==> src/rtl/sevenseg_scan.sv <==
// Four-digit multiplexed seven-segment scanner with hex decode,
// leading-zero blanking, per-digit decimal points and registered outputs.
module sevenseg_scan #(
    parameter int REFRESH_DIV = 100000,
    parameter bit ACTIVE_LOW  = 1'b1
) (
    input  logic        clk,
    input  logic        rst,
    input  logic        load,
    input  logic [15:0] value,
    input  logic [3:0]  dp_in,
    input  logic        blank_lz,
    output logic [6:0]  seg,
    output logic        dp,
    output logic [3:0]  an,
    output logic        digit_tick
);

    localparam int PW = (REFRESH_DIV > 1) ? $clog2(REFRESH_DIV) : 1;
    localparam logic [PW-1:0] TERM = PW'(REFRESH_DIV - 1);

    logic [15:0]   hold_val_q;
    logic [3:0]    hold_dp_q;
    logic [PW-1:0] pre_q, pre_d;
    logic [1:0]    idx_q, idx_d;
    logic [6:0]    seg_q, seg_d;
    logic          dp_q, dp_d;
    logic [3:0]    an_q, an_d;
    logic          tick_q;
    logic          tick;
    logic [3:0]    nib;
    logic [6:0]    dec;
    logic          blank;

    assign tick  = (pre_q == TERM);
    assign pre_d = tick ? '0 : pre_q + 1'b1;
    assign idx_d = idx_q + 2'd1;
    assign nib   = hold_val_q[{idx_d, 2'b00} +: 4];

    always_comb begin
        dec = 7'h00;
        unique case (nib)
            4'h0: dec = 7'h3F;
            4'h1: dec = 7'h06;
            4'h2: dec = 7'h5B;
            4'h3: dec = 7'h4F;
            4'h4: dec = 7'h66;
            4'h5: dec = 7'h6D;
            4'h6: dec = 7'h7D;
            4'h7: dec = 7'h07;
            4'h8: dec = 7'h7F;
            4'h9: dec = 7'h6F;
            4'hA: dec = 7'h77;
            4'hB: dec = 7'h7C;
            4'hC: dec = 7'h39;
            4'hD: dec = 7'h5E;
            4'hE: dec = 7'h79;
            4'hF: dec = 7'h71;
        endcase
    end

    // A digit blanks only if it and every more-significant nibble is zero.
    assign blank = blank_lz && (idx_d != 2'd0) &&
                   ((hold_val_q >> {idx_d, 2'b00}) == 16'h0000);

    assign seg_d = (blank ? 7'h00 : dec) ^ {7{ACTIVE_LOW}};
    assign dp_d  = (~blank & hold_dp_q[idx_d]) ^ ACTIVE_LOW;
    assign an_d  = (4'b0001 << idx_d) ^ {4{ACTIVE_LOW}};

    always_ff @(posedge clk) begin
        if (rst) begin
            hold_val_q <= 16'h0000;
            hold_dp_q  <= 4'h0;
            pre_q      <= '0;
            idx_q      <= 2'd0;
            seg_q      <= {7{ACTIVE_LOW}};
            dp_q       <= ACTIVE_LOW;
            an_q       <= {4{ACTIVE_LOW}};
            tick_q     <= 1'b0;
        end else begin
            if (load) begin
                hold_val_q <= value;
                hold_dp_q  <= dp_in;
            end
            pre_q  <= pre_d;
            tick_q <= tick;
            if (tick) begin
                idx_q <= idx_d;
                seg_q <= seg_d;
                dp_q  <= dp_d;
                an_q  <= an_d;
            end
        end
    end

    assign seg        = seg_q;
    assign dp         = dp_q;
    assign an         = an_q;
    assign digit_tick = tick_q;

endmodule

==> config.mk <==
export PLATFORM = sky130hd
export DESIGN_NAME = sevenseg_scan
export DESIGN_NICKNAME = d
export VERILOG_FILES = /design/src/rtl/sevenseg_scan.sv
export SDC_FILE = /design/constraint.sdc
export NUM_CORES = 1
export LEC_CHECK = 0
export ABC_AREA = 1
export CELL_PAD_IN_SITES_DETAIL_PLACEMENT = 1
export CELL_PAD_IN_SITES_GLOBAL_PLACEMENT = 1
export CORE_MARGIN = 2
export CORE_UTILIZATION = 42
export DETAILED_ROUTE_END_ITERATION = 6
export GPL_TIMING_DRIVEN = 0
export PLACE_DENSITY = 0.95
export SETUP_SLACK_MARGIN = 0.02
export SLEW_MARGIN = 10
export SYNTH_ARGS = -nofsm -noshare
export SYNTH_HDL_FRONTEND = slang
export SYNTH_SLANG_ARGS = --single-unit
==> constraint.sdc <==
create_clock -name clk -period 3.8 [get_ports clk]
set_input_delay 0.95 -clock clk [delete_from_list [all_inputs] [get_ports clk]]
set_output_delay 0.95 -clock clk [all_outputs]
set_load 0.02 [all_outputs]
==> results of run 1 <==
==> report_power, final <==
group | switching (mW) | total (mW) | internal [mW]
registers | 0.0118 | 0.574 | 0.562
clock network | 0.207 | 0.473 | 0.265
logic | 0.0702 | 0.125 | 0.0549
==> synthesized netlist by cell type, drive strengths merged <==
| cell | number | area (µm²) |
|---|---|---|
| inv | 37 | 139 |
| xor2 | 7 | 61.3 |
| nand4 | 5 | 31.3 |
| buf | 7 | 71.3 |
| o21ai | 31 | 155 |
| dfxtp | 52 | 1040 |
| nand3 | 32 | 180 |
| xnor2 | 1 | 8.76 |
| nor3 | 8 | 45.0 |
| nor2 | 84 | 323 |
| nand3b | 1 | 7.51 |
| or2 | 5 | 31.3 |
| nor3b | 1 | 7.51 |
| nand2 | 83 | 339 |
| ha | 11 | 138 |
| clkbuf | 5 | 18.8 |
| a21oi | 13 | 65.1 |
==> critical path, cell delays in order (launching register included) <==
cell and delay (ns):
dfxtp_1 0.49, inv_2 0.10, buf_6 0.16, ha_1 0.30, buf_6 0.14, inv_1 0.16, nand2_1 0.08, nand2_1 0.17
inv_1 0.14, ha_1 0.22, inv_1 0.07, nor2_1 0.04, nand4_1 0.06, nor2_1 0.05, nand2_2 0.12, nand2_2 0.08
nor2_1 0.10, nor2_1 0.04
==> sequential cells by signal, indices dropped and copies added (netlist names) <==
signal      flops
dp              1
an              4
idx_q           2
pre_q          17
seg             7
hold_dp_q       4
digit_tick      1
hold_val_q     16
==> worst min path at each step <==
stage / startpoint / to / cells after the start
after floorplan: pre_q[0] / pre_q[0] / 1
after global placement: pre_q[0] / pre_q[0] / 1
after detailed placement: pre_q[0] / pre_q[0] / 1
after CTS: pre_q[0] / pre_q[0] / 1
after global routing: pre_q[0] / pre_q[0] / 1
final: pre_q[0] / pre_q[0] / 1
==> layout by cell type (no fill, tap or decap), types with 3 or more instances in the layout <==
cell	n
o21ai_0	27
ha_1	11
nor2_1	83
clkbuf_1	5
clkdlybuf4s50_1	36
or2_1	3
o21ai_1	4
nand3_1	28
nand2_2	8
buf_6	5
clkbuf_8	5
a21oi_1	13
nor3_1	7
nand2_1	74
xor2_1	7
dfxtp_1	52
inv_1	35
nand3_2	4
nand4_1	5
==> cell families after synthesis <==
family / after synthesis / synth area share (%)
AND/OR/NAND/NOR: 219 / 36.2
AO/OA/AOI/OAI: 44 / 8.27
adder cells (fa/ha/maj): 11 / 5.17
XOR/XNOR: 8 / 2.63
buffers and inverters: 49 / 8.60
flip-flops: 52 / 39.1
==> through the flow <==
step                      utilization [%]  power (mW)  instance area, µm²  hold WS [ns]
after floorplan                         -       0.659                2660         0.417
after global placement               50.0       0.703                3120         0.429
after detailed placement             50.0       0.710                3120         0.439
after CTS                            52.2        1.17                3260         0.453
after global routing                 52.2        1.21                3260         0.489
final                                52.2        1.17                3260         0.448
==> area by class of cell <==
class                   count  area, µm²  share of cell area (%)
plain buffers              12       90.1                    2.77
inverters                  37        139                    4.26
repair buffers             36        360                    11.1
multi-input cells         282       1390                    42.8
clock buffers               5       68.8                    2.11
well taps                  77       96.3                    2.96
flip-flops and latches     52       1040                    32.0
clock inverters             3       68.8                    2.11
==> metal layers <==
layer  wire length, µm  global-route usage (%)
met5                 0                       0
met4               107                    7.77
met3               234                    3.66
met2              3820                    40.4
met1              3120                    24.2
==> qor.json, run 1 <==
{
  "run_status": "complete, no violations",
  "post_cts_resize_count": 0,
  "post_layout_nonfiller_instances": 504,
  "clock_tree.buffer_depth": 2,
  "track_usage_pct": 21.5,
  "grt_start_max_net_pins": 18,
  "cts_post_setup_buffers_inserted": 0,
  "critPathLaunchType": "flip-flop",
  "cap_violations": 0,
  "netlist_instances": 383,
  "grt_pass1_vias": 2647,
  "gp_routability_congestion": 0.842,
  "wire_per_inst_um": 14.5,
  "grt-ovfl-total": 0,
  "drt-vias-per-instance": 5.09,
  "first_pass_grt_wire_length_um": 12100,
  "drc_errors": 0,
  "syn-num-nets": 418,
  "clkSinkCount": 52,
  "setup.worst_path.end": "seg[0]",
  "dp_hpwl_um": 5530,
  "die-area_um2": 6990,
  "number_of_antenna_violations_at_the_first_check_in_global_routing": 0,
  "route.vias.total": 2564,
  "worst_slew_margin_pct": 67.1,
  "final_critical_path_setup_slack_ns": 1.15,
  "worstReg2RegStart": "idx_q[0]",
  "share_of_post_route_cells_with_drive_strength_above_1_pct": 7.96,
  "final_max_slew_viol_count": 0,
  "postSynthRegisterBits": 52,
  "place.port_buffers": 36,
  "critPathMaxFanout": 11,
  "critPathKind": "flip-flop to flip-flop",
  "timing.hold.worst.class": "flip-flop to flip-flop",
  "final.period_utilization_pct": 69.7,
  "warning_count_from_the_yosys_run": 0,
  "die_h_um": 83.6,
  "power-per-cell-area_nw_per_um2": 360,
  "place_inst": 496,
  "report.final.hold_viol_count": 0,
  "drt-pass1-iter-count": 4,
  "clkSlewWorstSetupHoldPaths_ns": 0.11,
  "actual_slew_at_the_worst_max_slew_pin_ns": 0.493,
  "r2r.worst_path.cells": 17,
  "yosysSeqAreaShare_pct": 39.1,
  "cts.hold.buffers_added": 0,
  "rsz_0062_raised_after_global_routing": "false",
  "cts_tree": "built",
  "ioPinCount": 37,
  "initial_core_util_pct": 42.7,
  "shortest_period_the_worst_path_allows_ns": 2.65,
  "synth_cell_type_count": 26,
  "num_rows": 29,
  "final.setup_skew_ns": 0.0123,
  "num-fill-cells": 836,
  "design.core.area_um2": 6240,
  "worst_ep_arrival_time_ns": 2.87,
  "synthesis.area_um2": 2660,
  "end_kind": "flip-flop",
  "dieWidth_um": 83.6,
  "antenna_violating_nets_post_route": 0,
  "nets": 461,
  "initial_drc_count": 80,
  "crit_path_start": "idx_q[0]",
  "totalNegativeSetupSlack_ns": 0,
  "cts_buffers": 5,
  "fmaxAchievable_mhz": 378,
  "r2r_setup_slack_ns": 1.15,
  "setup_viol": 0,
  "synthToLayoutAreaGrowth_pct": 22.3,
  "dp_worst_setup_slack_ns": 1.15,
  "cp_data_required_time_ns": 4.02,
  "antenna-diode-count": 0,
  "cts_root_buf": "clkbuf_8",
  "power.leakage_nw": 1.41,
  "ir_drop_uv": 221,
  "detail_route.wirelength_um": 7280,
  "clk-insertion-delay-late_ns": 0.33,
  "synth_area_per_cell_um2": 6.95,
  "htree_num_levels": 2,
  "r2r-end": "seg[0]"
}
No activity file was read; power rests on OpenSTA's default activity.
==> run 2, diff against run 1 <==
--- a/config.mk
+++ b/config.mk
@@ -9,10 +9,10 @@
 export CELL_PAD_IN_SITES_DETAIL_PLACEMENT = 1
 export CELL_PAD_IN_SITES_GLOBAL_PLACEMENT = 1
 export CORE_MARGIN = 2
-export CORE_UTILIZATION = 42
+export CORE_UTILIZATION = 35
 export DETAILED_ROUTE_END_ITERATION = 6
 export GPL_TIMING_DRIVEN = 0
-export PLACE_DENSITY = 0.95
+export PLACE_DENSITY = 0.87
 export SETUP_SLACK_MARGIN = 0.02
 export SLEW_MARGIN = 10
 export SYNTH_ARGS = -nofsm -noshare
==> constraint.sdc (replaced) <==
create_clock -name clk -period 2.4 [get_ports clk]
set_input_delay 0.6 -clock clk [delete_from_list [all_inputs] [get_ports clk]]
set_output_delay 0.6 -clock clk [all_outputs]
set_load 0.02 [all_outputs]
==> run 2 against run 1 <==
Effect of this change: die area increased by 19%; worst hold slack better by 0.033 ns; sequential power up 58%; routed wire length is 1.1% lower; register-to-register slack got worse by 0.97 ns; worst setup slack got worse by 0.97 ns; first-iteration DRC count is 33% higher.
==> qor.json, run 2 (same netlist as run 1, synthesis figures left out) <==
{
  "die-area": {"value": 8320, "unit": "µm²", "change": "+19%"},
  "setup_viol": {"value": 0, "change": "unchanged"},
  "share_seq_of_total_power": {"value": 54.5, "unit": "%", "change": "+5.5 points"},
  "most_common_cell_after_layout_fill_and_taps_aside": "nor2_1",
  "top_register": "pre_q",
  "dp_worst_setup_slack": {"value": -0.294, "unit": "ns", "change": "-1.45 ns"},
  "grt-ovfl-total": {"value": 0, "change": "unchanged"},
  "drt-vias-per-instance": {"value": 4.88, "change": "-4.0%"},
  "run_status": "complete, no violations",
  "largest_reg_flops": {"value": 17, "change": "unchanged"},
  "holdCritStartpoint": "pre_q[0]",
  "pwr-share-clk": {"value": 33.0, "unit": "%", "change": "-7.3 points"},
  "place.port_buffers": {"value": 36, "change": "unchanged"},
  "crit_path_top_delay_cell": "dfxtp_4",
  "clkSinkCount": {"value": 52, "change": "unchanged"},
  "shortest_period_the_worst_path_allows": {"value": 2.22, "unit": "ns", "change": "-0.428 ns"},
  "total_switching_power": {"value": 0.467, "unit": "mW", "change": "+61%"},
  "drc_errors": {"value": 0, "change": "unchanged"},
  "cts_buffers": {"value": 5, "change": "unchanged"},
  "antenna_violating_nets_post_route": {"value": 0, "change": "unchanged"},
  "wire_per_inst": {"value": 13.6, "unit": "µm", "change": "-6.0%"},
  "worst_path_largest_cell_delay": {"value": 0.37, "unit": "ns", "change": "-0.12 ns"},
  "nets": {"value": 465, "change": "+0.87%"},
  "antenna-diode-count": {"value": 0, "change": "unchanged"},
  "clk-insertion-delay-late": {"value": 0.33, "unit": "ns", "change": "about the same"},
  "number_of_antenna_violations_at_the_first_check_in_global_routing": {"value": 0, "change": "unchanged"},
  "end_kind": "flip-flop",
  "grt_start_max_net_pins": {"value": 19, "change": "+1"},
  "cts_tree": "built",
  "gp_routability_congestion": {"value": 0.872, "change": "+3.5%"},
  "final.period_utilization": {"value": 92.5, "unit": "%", "change": "+23 points"},
  "r2r-end": "seg[5]",
  "worstReg2RegStart": "idx_q[0]",
  "initial_core_util": {"value": 36.5, "unit": "%", "change": "-6.1 points"},
  "ioPinCount": {"value": 37, "change": "unchanged"},
  "final.setup_skew": {"value": 0.0139, "unit": "ns", "change": "+0.00158 ns"},
  "grt_pass1_vias": {"value": 2674, "change": "+1.0%"},
  "rsz_0062_raised_after_global_routing": "true",
  "drt-pass1-iter-count": {"value": 4, "change": "unchanged"},
  "htree_num_levels": {"value": 2, "change": "unchanged"},
  "die_h": {"value": 91.2, "unit": "µm", "change": "+9.1%"},
  "fmaxAchievable": {"value": 450, "unit": "MHz", "change": "+19%"},
  "final_max_slew_viol_count": {"value": 0, "change": "unchanged"},
  "critPathMaxFanout": {"value": 11, "change": "unchanged"},
  "r2r_setup_slack": {"value": 0.18, "unit": "ns", "change": "-0.97 ns"},
  "power_switching_share": {"value": 28.0, "unit": "%", "change": "+3.4 points"},
  "power.leakage": {"value": 1.41, "unit": "nW", "change": "+0.12%"},
  "path_cells": "inv_2 > buf_6 > ha_1 > buf_6 > nand2_1 > nand2_4 > inv_4 > ha_4 > inv_1 > nor2_2 > nand4_1 > nor2_1 > nand2_2 > nand2_2 > nor2_1 > nor2_1",
  "cts_root_buf": "clkbuf_8",
  "dp_hpwl": {"value": 5430, "unit": "µm", "change": "-1.8%"},
  "num-fill-cells": {"value": 964, "change": "+15%"},
  "cap_violations": {"value": 0, "change": "unchanged"},
  "int_power": {"value": 1.20, "unit": "mW", "change": "+36%"},
  "power-per-cell-area": {"value": 503, "unit": "nW/µm²", "change": "+40%"},
  "worst_ep_arrival_time": {"value": 2.48, "unit": "ns", "change": "-0.39 ns"},
  "num_rows": {"value": 31, "change": "+6.9%"},
  "dieWidth": {"value": 91.2, "unit": "µm", "change": "+9.1%"},
  "critPathLaunchType": "flip-flop",
  "ir_drop": {"value": 287, "unit": "µV", "change": "+30%"},
  "share_of_post_route_cells_with_drive_strength_above_1": {"value": 10.9, "unit": "%", "change": "+2.9 points"},
  "final_critical_path_setup_slack": {"value": 0.180, "unit": "ns", "change": "-0.972 ns"},
  "clkSlewWorstSetupHoldPaths": {"value": 0.11, "unit": "ns", "change": "about the same"},
  "synthToLayoutAreaGrowth_pct": 24.5,
  "report.final.hold_viol_count": {"value": 0, "change": "unchanged"},
  "timing.hold.worst.class": "flip-flop to flip-flop",
  "design.core.area": {"value": 7290, "unit": "µm²", "change": "+17%"},
  "cp_data_required_time": {"value": 2.66, "unit": "ns", "change": "-1.36 ns"},
  "finalCoreUtilization": {"value": 45.5, "unit": "%", "change": "-6.7 points"},
  "clock_tree.buffer_depth": {"value": 2, "change": "unchanged"},
  "crit_path_start": "idx_q[0]",
  "actual_slew_at_the_worst_max_slew_pin": {"value": 0.433, "unit": "ns", "change": "-0.0600 ns"},
  "critPathKind": "flip-flop to flip-flop",
  "detail_route.wirelength": {"value": 7200, "unit": "µm", "change": "-1.1%"},
  "first_pass_grt_wire_length": {"value": 12300, "unit": "µm", "change": "+1.6%"},
  "final_cell_mix": "nor2_1 (82), nand2_1 (71), dfxtp_1 (51), clkdlybuf4s50_1 (36), inv_1 (33)",
  "power.share.combinational": {"value": 12.5, "unit": "%", "change": "+1.8 points"},
  "route.vias.total": {"value": 2588, "change": "+0.94%"},
  "worst_slew_margin": {"value": 71.1, "unit": "%", "change": "+4.0 points"},
  "critical_path.most_common_cell": "nor2_1",
  "initial_drc_count": {"value": 106, "change": "+33%"},
  "r2r.worst_path.cells": {"value": 16, "change": "-1"},
  "setup.worst_path.end": "seg[5]",
  "track_usage": {"value": 18.1, "unit": "%", "change": "-3.5 points"}
}
==> run 2: cell count changes in the layout (fill, tap and decap cells not counted), moves of 2 or more <==
cell	before	now
inv_1	35	33
nand2_2	8	10
bufinv_16	2	0
nand2_1	74	71
ha_1	11	9
buf_4	2	6
==> run 2: power by group through the flow <==
stage,logic (mW),clock network (mW),registers (mW)
2_1_floorplan,0.121,0,0.922
3_3_place_gp,0.187,0,0.927
3_5_place_dp,0.196,0,0.929
4_1_cts,0.199,0.566,0.908
5_1_grt,0.238,0.603,0.912
6_report,0.208,0.550,0.908
==> run 2: area by class of cell <==
type / count / area, µm² / area share, %
buffer: 12 / 90.1 / 2.72
tap: 99 / 124 / 3.74
clock inverter: 3 / 27.5 / 0.831
timing repair buffer: 40 / 390 / 11.8
sequential: 52 / 1040 / 31.5
inverter: 37 / 146 / 4.42
multi-input combinational: 282 / 1420 / 42.9
clock buffer: 5 / 68.8 / 2.08
==> run 2: critical path: cells and delay by family (launching register included) <==
family,cells,cell delay (ns)
flip-flops,1,0.37
adder cells (fa/ha/maj),2,0.43
AND/OR/NAND/NOR,9,0.86
buffers and inverters,5,0.50
==> run 2: layer usage <==
metal  global-route usage (%)  wire, µm
met1                     21.1      3150
met2                     33.0      3700
met3                     3.57       240
met4                     5.56       111
met5                        0         0
==> run 2: metrics by stage <==
step / power, mW / cells / area, µm² / TNS, ns / hold WS (ns)
final: 1.67 / 530 / 3310 / 0 / 0.480
after detailed placement: 1.12 / 518 / 3150 / -2.05 / 0.460
after global routing: 1.75 / 530 / 3310 / -0.00740 / 0.516
after CTS: 1.67 / 527 / 3260 / 0 / 0.479
after global placement: 1.11 / 518 / 3150 / -1.47 / 0.428
after floorplan: 1.04 / 383 / 2660 / 0 / 0.417
==> run 2: worst min-delay path by stage <==
stage | to | slack (ns) | cells after the start
floorplan | pre_q[0] | 0.42 | 1
global placement | pre_q[0] | 0.43 | 1
detailed placement | pre_q[0] | 0.46 | 1
CTS | pre_q[0] | 0.48 | 1
global route | pre_q[0] | 0.52 | 1
finish | pre_q[0] | 0.48 | 1
==> run 2: timing repair <==
action / in CTS / in global routing
hold buffers: 0 / 0
hold endpoints to repair: 0 / 0
resized for setup: 6 / 9
setup buffers: 1 / 3
pin swaps: 0 / 3
setup endpoints to repair: 8 / 8
==> run 3, diff against run 2 <==
--- a/config.mk
+++ b/config.mk
@@ -6,6 +6,7 @@
 export NUM_CORES = 1
 export LEC_CHECK = 0
 export ABC_AREA = 1
+export ABC_CLOCK_PERIOD_IN_PS = 2400
 export CELL_PAD_IN_SITES_DETAIL_PLACEMENT = 1
 export CELL_PAD_IN_SITES_GLOBAL_PLACEMENT = 1
 export CORE_MARGIN = 2
==> results of run 3 <==
No change in the layout: final DEF, timing and power equal those of run 2.
